[src/rtl/mux_scan_pkg.sv]
// rtl/mux_scan_pkg.sv - shared state type, default select width and word-width helper
package mux_scan_pkg;

  typedef enum logic [1:0] {
    IDLE  = 2'd0,
    SCAN  = 2'd1,
    VALID = 2'd2
  } scan_state_e;

  localparam int DEF_SEL_W = 4;

  // Captured word holds one bit per mux input.
  function automatic int word_w(input int sel_w);
    return 1 << sel_w;
  endfunction

endpackage

[src/rtl/mux_scan_settle_cnt.sv]
// rtl/mux_scan_settle_cnt.sv - loadable down-counter timing the select settle window
// Ports: clk, rst_n (sync active-low), load/load_val (load wins over en),
//        en (decrement, saturates at 0), zero (count is 0).
module mux_scan_settle_cnt #(
  parameter int W = 1
) (
  input  logic         clk,
  input  logic         rst_n,
  input  logic         load,
  input  logic [W-1:0] load_val,
  input  logic         en,
  output logic         zero
);

  logic [W-1:0] cnt;

  always_ff @(posedge clk) begin
    if (!rst_n) begin
      cnt <= '0;
    end else if (load) begin
      cnt <= load_val;
    end else if (en && (cnt != '0)) begin
      cnt <= cnt - W'(1);
    end
  end

  assign zero = (cnt == '0);

endmodule

[src/rtl/mux_scan_sequencer.sv]
// rtl/mux_scan_sequencer.sv - steps a mux select over an index range and captures a word
// Ports: clk, rst_n (sync active-low); start, first_sel, last_sel (scan request);
//        sel -> mux select, mux_out <- mux bit; busy; word/word_valid/word_ready
//        (captured word handshake); parity (only with MUX_SCAN_PARITY_EN defined).
module mux_scan_sequencer
  import mux_scan_pkg::*;
#(
  parameter int SEL_W  = DEF_SEL_W,
  parameter int SETTLE = 1
) (
  input  logic                      clk,
  input  logic                      rst_n,
  input  logic                      start,
  input  logic [SEL_W-1:0]          first_sel,
  input  logic [SEL_W-1:0]          last_sel,
  output logic [SEL_W-1:0]          sel,
  input  logic                      mux_out,
  output logic                      busy,
  output logic [word_w(SEL_W)-1:0]  word,
  output logic                      word_valid,
  input  logic                      word_ready
`ifdef MUX_SCAN_PARITY_EN
  ,
  output logic                      parity
`endif
);

  localparam int WORD_W = word_w(SEL_W);
  localparam int CNT_W  = (SETTLE < 1) ? 1 : $clog2(SETTLE + 1);

  scan_state_e       state, state_nxt;
  logic [SEL_W-1:0]  last_q;
  logic              cnt_load, cnt_en, cnt_zero;
  logic              start_acc, sample, finish, advance, release_word;
  logic [WORD_W-1:0] word_cap;

  mux_scan_settle_cnt #(
    .W (CNT_W)
  ) u_settle_cnt (
    .clk      (clk),
    .rst_n    (rst_n),
    .load     (cnt_load),
    .load_val (CNT_W'(SETTLE)),
    .en       (cnt_en),
    .zero     (cnt_zero)
  );

  always_ff @(posedge clk) begin
    if (!rst_n) begin
      state <= IDLE;
    end else begin
      state <= state_nxt;
    end
  end

  always_comb begin
    state_nxt    = state;
    cnt_load     = 1'b0;
    cnt_en       = 1'b0;
    start_acc    = 1'b0;
    sample       = 1'b0;
    finish       = 1'b0;
    advance      = 1'b0;
    release_word = 1'b0;
    unique case (state)
      IDLE: begin
        if (start) begin
          start_acc = 1'b1;
          cnt_load  = 1'b1;
          state_nxt = SCAN;
        end
      end
      SCAN: begin
        if (!cnt_zero) begin
          cnt_en = 1'b1;
        end else begin
          sample = 1'b1;
          if (sel == last_q) begin
            finish    = 1'b1;
            state_nxt = VALID;
          end else begin
            advance  = 1'b1;
            cnt_load = 1'b1;
          end
        end
      end
      VALID: begin
        // start is deliberately not looked at here, even on the leaving edge.
        if (word_ready) begin
          release_word = 1'b1;
          state_nxt    = IDLE;
        end
      end
      default: state_nxt = IDLE;
    endcase
  end

  // Word with the current mux bit merged in at the current index.
  always_comb begin
    word_cap      = word;
    word_cap[sel] = mux_out;
  end

  always_ff @(posedge clk) begin
    if (!rst_n) begin
      sel        <= '0;
      last_q     <= '0;
      busy       <= 1'b0;
      word       <= '0;
      word_valid <= 1'b0;
    end else begin
      if (start_acc) begin
        sel    <= first_sel;
        last_q <= last_sel;
        word   <= '0;
        busy   <= 1'b1;
      end
      if (sample) begin
        word <= word_cap;
      end
      if (advance) begin
        sel <= sel + SEL_W'(1);
      end
      if (finish) begin
        busy       <= 1'b0;
        word_valid <= 1'b1;
      end
      if (release_word) begin
        word_valid <= 1'b0;
      end
    end
  end

`ifdef MUX_SCAN_PARITY_EN
  always_ff @(posedge clk) begin
    if (!rst_n) begin
      parity <= 1'b0;
    end else if (finish) begin
      parity <= ^word_cap;
    end
  end
`endif

endmodule
[config.mk]
export PLATFORM = sky130hd
export DESIGN_NAME = mux_scan_sequencer
export DESIGN_NICKNAME = d
export VERILOG_FILES = /design/src/rtl/mux_scan_pkg.sv /design/src/rtl/mux_scan_settle_cnt.sv /design/src/rtl/mux_scan_sequencer.sv
export SDC_FILE = /design/constraint.sdc
export NUM_CORES = 1
export LEC_CHECK = 0
export CELL_PAD_IN_SITES_DETAIL_PLACEMENT = 0
export CELL_PAD_IN_SITES_GLOBAL_PLACEMENT = 1
export CORE_UTILIZATION = 36
export DETAILED_ROUTE_END_ITERATION = 6
export GPL_ROUTABILITY_DRIVEN = 0
export HOLD_SLACK_MARGIN = 0.08
export PLACE_DENSITY_LB_ADDON = 0.15
export SKIP_CTS_REPAIR_TIMING = 1
export SLEW_MARGIN = 40
export SYNTH_ARGS = -nofsm -noshare
export SYNTH_HDL_FRONTEND = slang
export SYNTH_SLANG_ARGS = --single-unit
[constraint.sdc]
create_clock -name clk -period 1.7 [get_ports clk]
set_input_delay 0.425 -clock clk [delete_from_list [all_inputs] [get_ports clk]]
set_output_delay 0.425 -clock clk [all_outputs]
set_load 0.01 [all_outputs]
==> run metrics, run 1 <==
status complete, no violations; initial antenna violation count 0; cell family with most CP delay buffers and inverters; initial drt markers 93; cell taking the most area after synthesis dfxtp_1; vias per cell 5.38; clock skew after layout 7.74 ps; grt total ovfl 0; pwr dens 1020 mW/mm2; share of cells above drive strength 1 0.164; reg2reg setup slack 100 ps; max cap viols 0; Tot Pwr 2.14 mW; post-DP HPWL 2830 um; WP data required 1270 ps; die width 65.7 um; Syn Inst Count 162; CP max stage delay 550 ps; Area contributors post-synth dfxtp_1 40%, a21boi_0 12%, o211ai_1 6.2%; relative slew slack 0.746; post-route ant nets 0; final net count 223; crit-path max FO 5; overall die height 65.7 um; final wirelength 3760 um; CTS root buffer clkbuf_8; share of the synthesized area in the top cell type 0.398; setup violators final 0; Worst Slack Setup Final 52.1 ps; DR vias 1373; Num CTS Buffers 5; DR WL/cell 14.7 um; Post-Place Cells 247; P_leak 0.730 nW; number of global-route vias before repair 1378; Top Ports 35; hold crit path type flop to flop; IO Port Bufs 34; TritonCTS Sinks 29; Non-Filler Instances 255; fin crit period 1650 ps; GRT Overall Usage 0.200; Rows 22; Cell Chain, Critical Path clkdlybuf4s50_1; Buf+Inv Stages, Crit Path 1; first-pass GRT wire length 6370 um; TritonRoute pass-1 iters 5; register area share after synthesis 0.398; Setup crit end kind output port; Clk Latency, worst-skew pair 290 ps; maximum VDD drop 600 uV; final core utilization 0.554; DRC 0; # diodes 0; die area 0.00431 mm2; CP Class flop to output port; Initial Util 0.387; #FFs+latches synth 29; Hold Fails Final Rpt 0; Critical Path AT 1220 ps; number of H-tree levels 2; Max Root-Sink Buffers 2; P&R area growth vs syn 43.3%; period utilization 0.969; worst slack, placed -262 ps; Worst-path clk slew 60 ps; largest net degree at the start of global routing 30; crit start category flop; f_max 0.607 GHz; Worst-Margin Slew 379 ps; Synth Warn # 0; slowest CP cell clkdlybuf4s50_1; Avg Cell Area, Syn 9.01 um2; hold slack 475 ps; Max Slew Vio Count 0; CTS tree yes; Core Area 0.00377 mm2; RSZ-0062 raised after global routing false; Netlist cell types 35; syn nets 179; Post-Syn Area 0.00146 mm2
through the flow:
stage | setup TNS (ps) | instance area, um2
after global placement | -2890 | 1950
after global routing | 0 | 2090
after CTS | -160 | 2080
after detailed placement | -4090 | 1950
final | 0 | 2090
after floorplan | 0 | 1460
path summary, 6_finish.rpt:
check | to | depth (start not counted) | start
setup / recovery | sel[1] | 1 | sel[1]
hold / removal | last_q[3] | 2 | last_q[3]
setup reg to reg | sel[3] | 4 | state[1]
hold reg to reg | last_q[3] | 2 | last_q[3]
layer usage:
metal / up-vias / track usage / wire length [um]
met5: - / 0 / 0
met4: 0 / 0.0842 / 87
met3: 11 / 0.0608 / 147
met2: 31 / 0.356 / 1910
met1: 642 / 0.215 / 1610
li1: 689 / - / -
layout by cell type (no fill, tap or decap), types with 2 or more instances in the layout:
| master | n |
|---|---|
| nor2_1 | 7 |
| clkbuf_8 | 5 |
| inv_1 | 4 |
| and2_1 | 2 |
| o311ai_0 | 4 |
| bufinv_16 | 2 |
| nand4_1 | 14 |
| buf_12 | 2 |
| ha_1 | 4 |
| buf_4 | 13 |
| nor3b_2 | 2 |
| dfxtp_2 | 2 |
| xnor2_1 | 4 |
| nand2_1 | 18 |
| dfxtp_1 | 26 |
| clkdlybuf4s50_1 | 34 |
| o21ai_0 | 3 |
| o211ai_1 | 12 |
| nand3_1 | 5 |
| or3b_4 | 2 |
| a21boi_0 | 23 |
report_power, final:
group | internal, mW | switching [mW]
sequential | 0.725 | 0.0451
clock | 0.582 | 0.271
combinational | 0.251 | 0.260
cell usage after synthesis:
cell / n
nand3b_1: 1
nor2b_1: 1
nor3b_1: 1
a41oi_4: 1
a21o_2: 1
o21ai_0: 3
nand4_1: 14
or3b_1: 1
clkbuf_1: 9
buf_2: 3
inv_1: 4
nand2_1: 18
and4_2: 1
a211o_1: 1
xnor2_1: 4
nand2b_1: 1
a21boi_1: 1
a31oi_1: 1
and3_1: 1
a32oi_1: 1
o21a_1: 1
nor2_1: 7
o211ai_1: 12
nor3b_2: 2
and2_1: 2
ha_1: 4
o31a_1: 1
or3b_4: 1
a21oi_1: 1
a211o_2: 1
a21boi_0: 23
nand3_1: 5
dfxtp_1: 29
o211a_1: 1
o311ai_0: 4
state kept, by name, summed over array words and instances (netlist names):
register	cells
word	16
last_q	4
sel	4
state	2
busy	1
u_settle_cnt.cnt	1
word_valid	1
worst reg2reg max path: stages (launching register included):
cell and delay, ps:
dfxtp_1 380, or3b_4 420, a41oi_4 280, a31oi_1 130
o31a_1 290
cells by family (layout without fill, tap and decap cells):
family,Yosys count,in the layout,synth area share
AOI/OAI and AO/OA,53,53,0.289
and+or+nand+nor,56,56,0.211
buffers and inverters,16,61,0.0437
xor gates and xnor gates,4,4,0.0240
DFF,29,29,0.398
adders and majority gates,4,4,0.0343
final cells by class:
class / count / area (um2)
timing repair buffer: 49 / 478
sequential: 29 / 587
clock buffer: 5 / 68.8
fill: 332 / 1680
clock inverter: 3 / 65.1
tap: 48 / 60.1
inverter: 4 / 15.0
multi-input combinational: 117 / 817
No activity file was read; power rests on OpenSTA's default activity.
==> run 2, diff against run 1 <==
--- a/config.mk
+++ b/config.mk
@@ -7,6 +7,7 @@
 export LEC_CHECK = 0
 export CELL_PAD_IN_SITES_DETAIL_PLACEMENT = 0
 export CELL_PAD_IN_SITES_GLOBAL_PLACEMENT = 1
+export CORE_ASPECT_RATIO = 0.6
 export CORE_UTILIZATION = 36
 export DETAILED_ROUTE_END_ITERATION = 6
 export GPL_ROUTABILITY_DRIVEN = 0
==> run metrics, run 2 (synthesis results as in run 1) <==
Max Root-Sink Buffers 2 (unchanged); initial drt markers 159 (+71%); Clk Latency, worst-skew pair 280 ps (about the same); Final Cell Area 0.00206 mm2 (-1.5%); worst slack, placed -248 ps (+14.7 ps); clock skew after layout 8.50 ps (+0.761 ps); path depth of the worst reg2reg path 4 (unchanged); f_max 0.610 GHz (+0.44%); maximum VDD drop 450 uV (-25%); initial antenna violation count 0 (unchanged); hold crit path type flop to flop; hold depth 2 (unchanged); Reg2Reg Launch Point u_settle_cnt.cnt; setup TNS 0 ps (unchanged); TritonCTS Sinks 29 (unchanged); period utilization 0.965 (-0.00426); commonest non-fill, non-tap cell in the layout clkdlybuf4s50_1; WP data required 1270 ps (about the same); CTS tree yes; R2R Path End sel[3]; largest net degree at the start of global routing 30 (unchanged); crit start category flop; GRT Overall Usage 0.200 (-0.000283); Initial Util 0.388 (+0.000643); Hold Fails Final Rpt 0 (unchanged); RSZ-0062 raised after global routing false; worst setup path endpoint sel[3]; CP Launch Point sel[3]; CP Class flop to output port; Tot Pwr 1.88 mW (-12%); slowest CP cell clkdlybuf4s50_1; first-pass GRT wire length 6460 um (+1.4%); hold slack 502 ps (+26.8 ps); final core utilization 0.547 (-0.00739); DR vias 1411 (+2.8%); CTS root buffer clkbuf_8; final net count 225 (+0.90%); P_leak 0.733 nW (+0.35%); TritonRoute pass-1 iters 7 (+2); P&R area growth vs syn 41.2%; Non-Filler Instances 255 (unchanged); most frequent cells in the layout 33 x clkdlybuf4s50_1, 26 x dfxtp_1, 23 x a21boi_0; grt total ovfl 0 (unchanged); vias per cell 5.53 (+2.8%); CP max stage delay 550 ps (about the same); pwr dens 911 mW/mm2 (-11%); overall die height 51.3 um (-22%); die area 0.00432 mm2 (+0.19%); number of global-route vias before repair 1341 (-2.7%); DR WL/cell 16.1 um (+9.4%); number of H-tree levels 2 (unchanged); post-route ant nets 0 (unchanged); failing checks DRC; Post-Place Cells 248 (+0.40%); Max Slew Vio Count 0 (unchanged); fin crit period 1640 ps (-7.24 ps); Setup crit end kind output port; reg2reg setup slack 80 ps (-20 ps); # diodes 0 (unchanged); Worst-path clk slew 60 ps (about the same); Core Area 0.00376 mm2 (-0.17%); DRC 2 (+2); Buf+Inv Stages, Crit Path 1 (unchanged); Cell Chain, Critical Path clkdlybuf4s50_1; post-DP HPWL 3050 um (+7.8%); share of cells above drive strength 1 0.168 (+0.00402); Worst Slack Setup Final 59.3 ps (+7.24 ps); setup violators final 0 (unchanged); max cap viols 0 (unchanged); IO Port Bufs 34 (unchanged); critical path depth 1 (unchanged); biggest registers after layout word: 16 flops, last_q: 4 flops, sel: 4 flops; Critical Path AT 1220 ps (about the same); Area after DPL 0.00196 mm2 (+0.71%); die width 84.2 um (+28%); Top Ports 35 (unchanged); largest register by flop count word; relative slew slack 0.732 (-0.0140); crit-path max FO 3 (-2); Rows 17 (-23%); Largest register FFs 16 (unchanged); final wirelength 4110 um (+9.4%); cell family with most CP delay buffers and inverters; Num CTS Buffers 5 (unchanged); status finished, violations left; Worst-Margin Slew 399 ps (+19.5 ps)
[run 2: how the worst min path moves through the flow]
stage               slack (ps)  startpoint    endpoint
global placement           480   last_q[3]   last_q[3]
finish                     500   last_q[0]   last_q[0]
detailed placement         490  word_valid  word_valid
CTS                        510  word_valid  word_valid
floorplan                  460   last_q[3]   last_q[3]
global route               530    word[15]    word[15]
[run 2: layout make-up]
type / count / area (um2)
Multi-Input combinational cell: 117 / 820
Tap cell: 47 / 58.8
Clock buffer: 7 / 86.3
Inverter: 4 / 15.0
Timing Repair Buffer: 51 / 495
Sequential cell: 29 / 584
Fill cell: 331 / 1710
[run 2: where the power goes]
group / switching (mW) / internal (mW)
combinational: 0.286 / 0.256
clock: 0.250 / 0.320
sequential: 0.0394 / 0.725
[run 2: per-layer routing]
layer | part of all wire | GRT usage
met1 | 0.50 | 0.275
met2 | 0.39 | 0.281
met3 | 0.096 | 0.0630
met4 | 0.013 | 0.0920
met5 | 0 | 0
==> run 3, diff against run 2 <==
--- a/config.mk
+++ b/config.mk
@@ -5,6 +5,7 @@
 export SDC_FILE = /design/constraint.sdc
 export NUM_CORES = 1
 export LEC_CHECK = 0
+export CAP_MARGIN = 40
 export CELL_PAD_IN_SITES_DETAIL_PLACEMENT = 0
 export CELL_PAD_IN_SITES_GLOBAL_PLACEMENT = 1
 export CORE_ASPECT_RATIO = 0.6
==> results of run 3 <==
Same layout as run 2: the final DEF is identical, and so are final timing and power.
